### config.mk
export PLATFORM = sky130hd
export DESIGN_NAME = centroid_update_ctrl
export DESIGN_NICKNAME = d
export VERILOG_FILES = /design/src/rtl/centroid_update_ctrl.sv
export SDC_FILE = /design/constraint.sdc
export NUM_CORES = 2
export LEC_CHECK = 0
export CAP_MARGIN = 10
export CORE_AREA = 2 2 489 491
export CTS_CLUSTER_DIAMETER = 100
export DETAILED_ROUTE_END_ITERATION = 8
export DIE_AREA = 0 0 491 493
export DONT_BUFFER_PORTS = 1
export PLACE_DENSITY = 0.53
export SYNTH_ARGS = -nofsm -noshare
export SYNTH_HDL_FRONTEND = slang
export SYNTH_SLANG_ARGS = --single-unit
### constraint.sdc
create_clock -name clk -period 5.9 [get_ports clk]
set_input_delay 1.18 -clock clk [delete_from_list [all_inputs] [get_ports clk]]
set_output_delay 1.18 -clock clk [all_outputs]
set_load 0.02 [all_outputs]
### src/rtl/centroid_update_ctrl.sv
// K-means centroid update controller: accumulates per-cluster RGB sums and counts,
// then drives a 16-lane divider for R, G and B and captures the means as centroids.
module centroid_update_ctrl #(
    parameter int NUM_CLUSTERS = 16,
    parameter int COMP_W       = 8,
    parameter int SUM_W        = 20,
    parameter int CNT_W        = 12
) (
    input  logic                           clk,
    input  logic                           reset,
    input  logic                           pix_valid,
    output logic                           pix_ready,
    input  logic [COMP_W-1:0]              pix_r,
    input  logic [COMP_W-1:0]              pix_g,
    input  logic [COMP_W-1:0]              pix_b,
    input  logic [3:0]                     pix_cluster,
    input  logic                           pix_last,
    output logic                           div_ce,
    output logic [NUM_CLUSTERS-1:0]        div_en,
    output logic [NUM_CLUSTERS*SUM_W-1:0]  div_dividend,
    output logic [NUM_CLUSTERS*CNT_W-1:0]  div_divisor,
    input  logic                           div_all_ready,
    input  logic [NUM_CLUSTERS*SUM_W-1:0]  div_q,
    output logic [NUM_CLUSTERS*COMP_W-1:0] cent_r,
    output logic [NUM_CLUSTERS*COMP_W-1:0] cent_g,
    output logic [NUM_CLUSTERS*COMP_W-1:0] cent_b,
    output logic                           cent_valid,
    output logic                           busy,
    output logic                           sat_err
);

    typedef enum logic [2:0] {
        ST_ACCUM = 3'd0,
        ST_SETUP = 3'd1,
        ST_WAIT  = 3'd2,
        ST_GAP   = 3'd3,
        ST_DONE  = 3'd4
    } state_t;

    localparam logic [CNT_W-1:0] CNT_MAX = {CNT_W{1'b1}};

    state_t            r_state;
    state_t            w_state_next;
    logic [1:0]        r_comp;
    logic              r_first;
    logic              r_sat_err;
    logic [SUM_W-1:0]  r_sum_r [NUM_CLUSTERS];
    logic [SUM_W-1:0]  r_sum_g [NUM_CLUSTERS];
    logic [SUM_W-1:0]  r_sum_b [NUM_CLUSTERS];
    logic [CNT_W-1:0]  r_cnt   [NUM_CLUSTERS];
    logic [COMP_W-1:0] r_cent_r [NUM_CLUSTERS];
    logic [COMP_W-1:0] r_cent_g [NUM_CLUSTERS];
    logic [COMP_W-1:0] r_cent_b [NUM_CLUSTERS];
    logic [NUM_CLUSTERS-1:0] w_mask;
    logic              w_accept;
    logic              w_capture;
    logic              w_unused_q;

    assign w_accept  = pix_valid && (r_state == ST_ACCUM);
    // The first WAIT cycle is skipped: the divider reports ready trivially while en settles.
    assign w_capture = (r_state == ST_WAIT) && !r_first && div_all_ready;

    assign pix_ready  = (r_state == ST_ACCUM);
    assign busy       = (r_state != ST_ACCUM);
    assign cent_valid = (r_state == ST_DONE);
    assign div_ce     = (r_state == ST_SETUP) || (r_state == ST_WAIT) || (r_state == ST_GAP);
    assign div_en     = (r_state == ST_WAIT) ? w_mask : {NUM_CLUSTERS{1'b0}};
    assign sat_err    = r_sat_err;

    // Lane packing of divider operands, centroid outputs and the active-lane mask.
    always_comb begin
        div_dividend = {(NUM_CLUSTERS*SUM_W){1'b0}};
        div_divisor  = {(NUM_CLUSTERS*CNT_W){1'b0}};
        cent_r       = {(NUM_CLUSTERS*COMP_W){1'b0}};
        cent_g       = {(NUM_CLUSTERS*COMP_W){1'b0}};
        cent_b       = {(NUM_CLUSTERS*COMP_W){1'b0}};
        w_mask       = {NUM_CLUSTERS{1'b0}};
        w_unused_q   = 1'b0;
        for (int i = 0; i < NUM_CLUSTERS; i++) begin
            case (r_comp)
                2'd0:    div_dividend[i*SUM_W +: SUM_W] = r_sum_r[i];
                2'd1:    div_dividend[i*SUM_W +: SUM_W] = r_sum_g[i];
                2'd2:    div_dividend[i*SUM_W +: SUM_W] = r_sum_b[i];
                default: div_dividend[i*SUM_W +: SUM_W] = {SUM_W{1'b0}};
            endcase
            div_divisor[i*CNT_W +: CNT_W] = r_cnt[i];
            cent_r[i*COMP_W +: COMP_W]    = r_cent_r[i];
            cent_g[i*COMP_W +: COMP_W]    = r_cent_g[i];
            cent_b[i*COMP_W +: COMP_W]    = r_cent_b[i];
            w_mask[i]                     = (r_cnt[i] != {CNT_W{1'b0}});
            w_unused_q = w_unused_q ^ (^div_q[i*SUM_W+COMP_W +: SUM_W-COMP_W]);
        end
    end

    // Next-state logic.
    always_comb begin
        w_state_next = r_state;
        case (r_state)
            ST_ACCUM: begin
                if (w_accept && pix_last) w_state_next = ST_SETUP;
                else                      w_state_next = ST_ACCUM;
            end
            ST_SETUP: begin
                if (w_mask == {NUM_CLUSTERS{1'b0}}) w_state_next = ST_DONE;
                else                                w_state_next = ST_WAIT;
            end
            ST_WAIT: begin
                if (w_capture) w_state_next = ST_GAP;
                else           w_state_next = ST_WAIT;
            end
            ST_GAP: begin
                if (r_comp == 2'd2) w_state_next = ST_DONE;
                else                w_state_next = ST_SETUP;
            end
            ST_DONE:  w_state_next = ST_ACCUM;
            default:  w_state_next = ST_ACCUM;
        endcase
    end

    // State, component index and first-WAIT-cycle flag.
    always_ff @(posedge clk or negedge reset) begin
        if (!reset) begin
            r_state <= ST_ACCUM;
            r_comp  <= 2'd0;
            r_first <= 1'b0;
        end else begin
            r_state <= w_state_next;
            r_first <= (r_state == ST_SETUP);
            if (r_state == ST_DONE)     r_comp <= 2'd0;
            else if (r_state == ST_GAP) r_comp <= r_comp + 2'd1;
            else                        r_comp <= r_comp;
        end
    end

    // Accumulators, saturation flag and centroid capture.
    always_ff @(posedge clk or negedge reset) begin
        if (!reset) begin
            r_sat_err <= 1'b0;
            for (int i = 0; i < NUM_CLUSTERS; i++) begin
                r_sum_r[i]  <= {SUM_W{1'b0}};
                r_sum_g[i]  <= {SUM_W{1'b0}};
                r_sum_b[i]  <= {SUM_W{1'b0}};
                r_cnt[i]    <= {CNT_W{1'b0}};
                r_cent_r[i] <= {COMP_W{1'b0}};
                r_cent_g[i] <= {COMP_W{1'b0}};
                r_cent_b[i] <= {COMP_W{1'b0}};
            end
        end else begin
            if (r_state == ST_DONE) begin
                for (int i = 0; i < NUM_CLUSTERS; i++) begin
                    r_sum_r[i] <= {SUM_W{1'b0}};
                    r_sum_g[i] <= {SUM_W{1'b0}};
                    r_sum_b[i] <= {SUM_W{1'b0}};
                    r_cnt[i]   <= {CNT_W{1'b0}};
                end
            end else if (w_accept) begin
                if (r_cnt[pix_cluster] == CNT_MAX) begin
                    r_sat_err <= 1'b1;
                end else begin
                    r_sum_r[pix_cluster] <= r_sum_r[pix_cluster] + {{(SUM_W-COMP_W){1'b0}}, pix_r};
                    r_sum_g[pix_cluster] <= r_sum_g[pix_cluster] + {{(SUM_W-COMP_W){1'b0}}, pix_g};
                    r_sum_b[pix_cluster] <= r_sum_b[pix_cluster] + {{(SUM_W-COMP_W){1'b0}}, pix_b};
                    r_cnt[pix_cluster]   <= r_cnt[pix_cluster] + {{(CNT_W-1){1'b0}}, 1'b1};
                end
            end
            if (w_capture) begin
                for (int i = 0; i < NUM_CLUSTERS; i++) begin
                    if (w_mask[i]) begin
                        case (r_comp)
                            2'd0:    r_cent_r[i] <= div_q[i*SUM_W +: COMP_W];
                            2'd1:    r_cent_g[i] <= div_q[i*SUM_W +: COMP_W];
                            2'd2:    r_cent_b[i] <= div_q[i*SUM_W +: COMP_W];
                            default: r_cent_r[i] <= r_cent_r[i];
                        endcase
                    end
                end
            end
        end
    end

endmodule
# Yosys cells after proc, flatten, opt, wreduce, memory -nomap -nowiden
# Index checks and enable logic that the tools add are counted.
op_classes:
  n_eq_ne: 8
  bitwise: 2
  n_reduce_logical: 80
  n_lt_le_gt_ge: 2
  n_addsub: 5
  mux: 56
ops:
  columns: ["cell", "count"]
  rows:
  - ["$mux 320", 9]
  - ["$bwmux 320", 3]
  - ["$pmux 20 s3", 16]
  - ["$mux 192", 3]
  - ["$bmux 20 s4", 3]
  - ["$bwmux 192", 1]
  - ["$reduce_bool 12->1", 16]
  - ["$reduce_and 3->1", 49]
  - ["$mux 20", 7]
  - ["$demux 20 s4", 1]
  - ["$add 20x8->20", 3]
  - ["$bmux 12 s4", 1]
  - ["$demux 12 s4", 1]
  - ["$mux 12", 3]
  - ["$logic_not 16->1", 1]
  - ["$mux 16", 1]
  - ["$add 12x1->12 const B", 1]
  - ["$eq 12x12->1 const B", 1]
  - ["$pmux 3 s4", 1]
  - ["$eq 3x2->1 const B", 2]
  - ["$mux 3", 2]
  - ["$ge 5x5->1 const B", 1]
  - ["$logic_and 1x1->1", 5]
  - ["$lt 5x1->1 const B", 1]
  - ["17 further kinds", 21]
totals:
  in_bits: 353
  regBits: 1543
  elab_cells: 269
  output_inout_bits: 917

# Longest topological paths before layout
logic_depth:
  depth_word: 9
  ltp_mapped: 25

# Least setup slack after synthesis
# Ideal clock, no wire load.
synth_path:
  path_kind: "input to register"
  from: "input pix_cluster[0]"
  to: "register r_sum_g[254] in the netlist's numbering"
  path_stages: 24
  arrival_ps: 6837
  setup_slack_ps: -1069
  n_path_buf: 13
  path_cell_list: "buf_6 buf_12 buf_12 buf_12 buf_12 buf_6 buf_4 buf_6 buf_6 buf_2 buf_2 buf_1 mux4_2 mux4_2 ha_1 fa_1 a21o_1 a21oi_1 o21ai_0 o41ai_1 and2b_1 xnor2_2 clkbuf_1 o21ai_1"
synth_between:
  elab_chain_cells: 9
  word_cells_on_any_way: 20
  classes_between: "add/sub: 1; order compare: 2; eq/ne: 2; mux: 12; bitwise: 1; reduce/logical: 2"
synth_rtl:
  columns: ["item", "line", "source"]
  rows:
  - ["from (decl)", "16", "input logic [3:0] pix_cluster,"]
  - ["$not 4->5 (implied by the code) (*)", "157, 161", null]
  - ["$bmux 20 s4 (tied with other cells)", "161", "r_sum_g[pix_cluster] <= r_sum_g[pix_cluster] + {{(SUM_W-COMP_W){1'b0}}, pix_g};"]
  - ["$mux 20 (implied by the code) or $logic_and 1x1->1 (tied branches)", "161", null]
  - ["$mux 20 (implied by the code)", "161", null]
  - ["$add 20x8->20 or $demux 20 s4 (tied branches)", "161", null]
  - ["$bwmux 320", "161", null]
  - ["$mux 320", "157", "if (r_cnt[pix_cluster] == CNT_MAX) begin"]
  - ["$mux 320", "156", "end else if (w_accept) begin"]
  - ["$mux 320", "149", "if (r_state == ST_DONE) begin"]
  - ["to (signal, indexed assignment)", "141", "r_sum_g[i] <= {SUM_W{1'b0}};"]
  - ["to (signal, indexed assignment)", "152", "r_sum_g[i] <= {SUM_W{1'b0}};"]
  - ["to (signal, indexed assignment)", "161", null]
  - ["to (decl)", "48", "logic [SUM_W-1:0] r_sum_g [NUM_CLUSTERS];"]
# Mark *: on every way between the ends. The rest lies on a longest branch, timed or not. The select of a mux whose other input is x is not followed.
# A chain may end at the register's enable or synchronous reset.

# Worst setup path after layout
layout_path:
  from: "input pix_cluster[0]"
  to: "register r_sum_g[299] in the netlist's numbering"
# Same word-level chain as after synthesis.

==> summary.md <==
| Metric | Value |
|---|---|
| Root buffer cell | `clkbuf_16` |
| Synth Flop Type | `dfrtp_1` |
| Most frequent CP cell | `mux4_2` |
| Area leader, netlist | `dfrtp_1` |
| Tcrit/Tclk final | `0.966` |
| Largest family of logic cells by synthesized area | `multiplexers` |
| GRT Residual Overflow | `0` |
| Initial antenna violation count | `101` |
| Part of the Yosys area used for sequential elements | `0.524` |
| Clock Skew | `75.1 ps` |
| LEAKAGE | `35.8 nW` |
| Std cell rows | `179` |
| Total CTS buffers | `between 150 and 200` |
| Top cell type's share of synthesized area | `0.524` |
| Fmax | `around 180 MHz` |
| Post-Syn Area | `73600 um2` |
| VDD IR max | `about 0.3 mV` |
| Fin worst setup slack | `around 200 ps` |
| CP max-delay cell | `mux4_2` |
| Worst-Skew Late Latency | `850 ps` |
| HP Class | `in -> async` |
| Mean area per synthesized cell | `11.4 um2` |
| Synth warn | `0` |
| Area Overhead vs Synth | `12.5%` |
| PD cells | `465 nW/um2` |
| CP cell instances | `mux4_2, mux4_2, ha_1, nand2_1, o21ai_0, o31ai_1, a21boi_1, inv_1, and4bb_1, xnor2_2, buf_4, o21ai_1` |
| Die ar. | `242000 um2` |
| Compound-gate portion of the synthesized area | `0.127` |
| Worst slew pin tran | `1460 ps` |
| CTS Buffer Depth | `3` |
| Critical Path Max Stage Delay | `about 900 ps` |
| Area contributors post-synth | `dfrtp_1 52%, mux4_2 9.7%, nand3_1 7.2%` |
| Drt wl/cell | `36.4 um` |
| Max-slew violation count | `0` |
| Xor-xnor portion of the synthesized cell area | `0.00829` |
| Die X | `roughly 490 um` |
| Nets | `6496` |
| Worst R2R Setup Slack | `between 1000 and 1500 ps` |
| Largest net degree at the start of global routing | `between 200 and 300` |
| Global-route wire length before repair | `473000 um` |
| Final setup violating endpoints | `0` |
| Clock sink count | `between 1.5k and 2k` |
| Commonest cells post-synth | `1543 x dfrtp_1, 1061 x nand3_1, 728 x o21ai_0` |
| Drt first pass iters | `9` |
| Mux cell area share after synthesis | `0.172` |
| Maxcap violations | `0` |
| Total wire length | `350000 um` |
| Synth Area in Adders | `0.00574` |
| Vias | `approximately 57k` |
| Gate Count Post-Synth | `around 6.4k` |
| Via/cell ratio | `5.97` |
| Port Buffers | `0` |
| Proportion of layout cells with a drive suffix above 1 | `0.199` |
| Initial DRC count | `8238` |
| DRC | `16` |
| Simple-gate area share of the yosys netlist | `0.116` |
| Initial Util | `0.311` |
| CTS clk-pin slew, worst paths | `around 60 ps` |
| Die height | `493 um` |
| Final worst path period need | `about 5700 ps` |
| Gr usage total | `0.279` |
| Syn Nets | `6820` |
| Synth async-reset ratio | `1.00` |
| CP Launch Type | `input pin` |
| RSZ-0062 raised after global routing | `false` |
| Post-CTS Setup Bufs | `0` |
| Number of global-route vias before repair | `between 50k and 60k` |
| Core Box Area | `~240000 um2` |
| Most numerous cell in the Yosys netlist | `dfrtp_1` |
| Htree depth | `4` |
| Post-place setup slack | `between 5 and 6 ps` |
| Hpwl dp | `256000 um` |
| Fin cells | `around 9.6k` |
| Number of flops mapped to enable cells by yosys | `0` |
| Worst rel slew slack | `0.0291` |
| Status | `finished with violations` |
| Final hold violation count | `0` |
| Post-DP Area | `roughly 76000 um2` |
| R2R cell count | `12` |
| Io pins | `1270` |
| Setup CP Type | `in -> reg` |
| Placed Cells | `9097` |
| Failing checks | `DRC` |
| R2R Path End | `r_sum_g[299]` |
| Fin area | `slightly above 80000 um2` |
| Yosys reg bits | `roughly 1.5k` |
| Routability Congestion | `1.01` |
| Antenna-violating nets left | `0` |
| Cell variety after synth | `67` |
| CP required | `6580 ps` |
| Worst Setup End Kind | `flip-flop` |
| Crit path DAT | `between 6000 and 7000 ps` |
| Reg2reg start | `r_sum_g[2]` |
| CTS tree | `done` |
| Worst-path fanout max | `292` |
## per-layer routing
layer	up-vias	wire length, um	GRT usage
met4	6	31300	0.225
met1	29500	111000	0.282
met3	686	30700	0.0829
met2	3146	176000	0.477
met5	-	46	0
li1	23900	-	-
## sequential cells by signal, indices dropped and copies added (netlist names), 3 cells and up
name,cells
cent_b,128
div_divisor,192
cent_r,128
r_sum_g,320
cent_g,128
r_state,3
r_sum_b,320
r_sum_r,320
## area by class of cell
class,count,area (um2)
well taps,3167,3960
diodes,182,455
multi-input cells,4185,31900
clock inverters,61,895
inverters,22,85.1
clock buffers,253,5060
fillers,23600,154000
repair buffers,183,1840
flip-flops and latches,1543,38600
## worst max-delay path by stage
stage                     cells after the start  slack [ps]                 to           start
final                                        12         200       r_sum_g[299]  pix_cluster[0]
after global routing                         12         430       r_sum_g[279]  pix_cluster[0]
after CTS                                     5         650  div_dividend[259]       r_comp[0]
after detailed placement                     12           6       r_sum_g[299]  pix_cluster[1]
after global placement                       12         -30       r_sum_g[279]  pix_cluster[1]
after floorplan                              24         -90       r_sum_r[118]  pix_cluster[0]
## stage by stage
stage / setup TNS (ps) / hold WS, ps / utilization / power, mW
after CTS: 0 / 326 / 0.347 / 38.6
after floorplan: -2820 / 482 / - / 21.7
after global routing: 0 / 248 / 0.349 / 39.8
final: 0 / 236 / 0.349 / 38.5
after detailed placement: 0 / 510 / 0.322 / 27.2
after global placement: -130 / 503 / 0.322 / 27.0
## power breakdown
| group | total, mW | internal, mW | switching [mW] |
|---|---|---|---|
| logic | 11.2 | 3.35 | 7.80 |
| clock network | 11.4 | 6.65 | 4.79 |
| registers | 15.9 | 12.7 | 3.25 |
| total | 38.5 | 22.7 | 15.8 |
## logic make-up (layout without fill, tap and decap cells)
logic type,count (synthesis),after routing
muxes,808,808
AOI/OAI and AO/OA,1491,1491
adders and majority gates,32,32
DFF,1543,1543
buffers and inverters,707,519
xor gates and xnor gates,62,62
and+or+nand+nor,1792,1792
other,0,182
## worst max-delay path: cells and delay by family
kind / cells / cell delay, ps
compound gates: 4 / 1510
mux: 2 / 1380
simple gates: 2 / 650
buf+inv: 2 / 480
fa+ha+maj: 1 / 370
xor+xnor: 1 / 240
## cells in the final DEF, fill, tap and decap left out, drive strengths merged, types with 3 or more instances in the layout
cell type / n
mux4: 326
a21oi: 14
nand3: 1061
nor4: 49
nand2: 113
mux2i: 98
or2: 3
clkbuf: 253
xor2: 24
nand4: 12
dfrtp: 1543
fa: 3
and3b: 3
a221oi: 3
a21o: 6
nor3b: 5
nor3: 10
nand2b: 9
ha: 29
clkinv: 29
inv: 31
diode: 182
buf: 182
nor2b: 4
o21ai: 1066
a222oi: 320
a22oi: 62
nor2: 477
xnor2: 38
o21a: 3
a22o: 4
or4: 17
mux2: 384
bufinv: 15
and3: 18
o21bai: 4
clkinvlp: 8
## timing repair
item,4_1_cts,5_1_grt
gates resized for setup,0,0
setup endpoints to repair,0,0
hold buffers,1,0
hold endpoints to repair,1,0
Note: power is estimated with default switching activity, not from simulation.
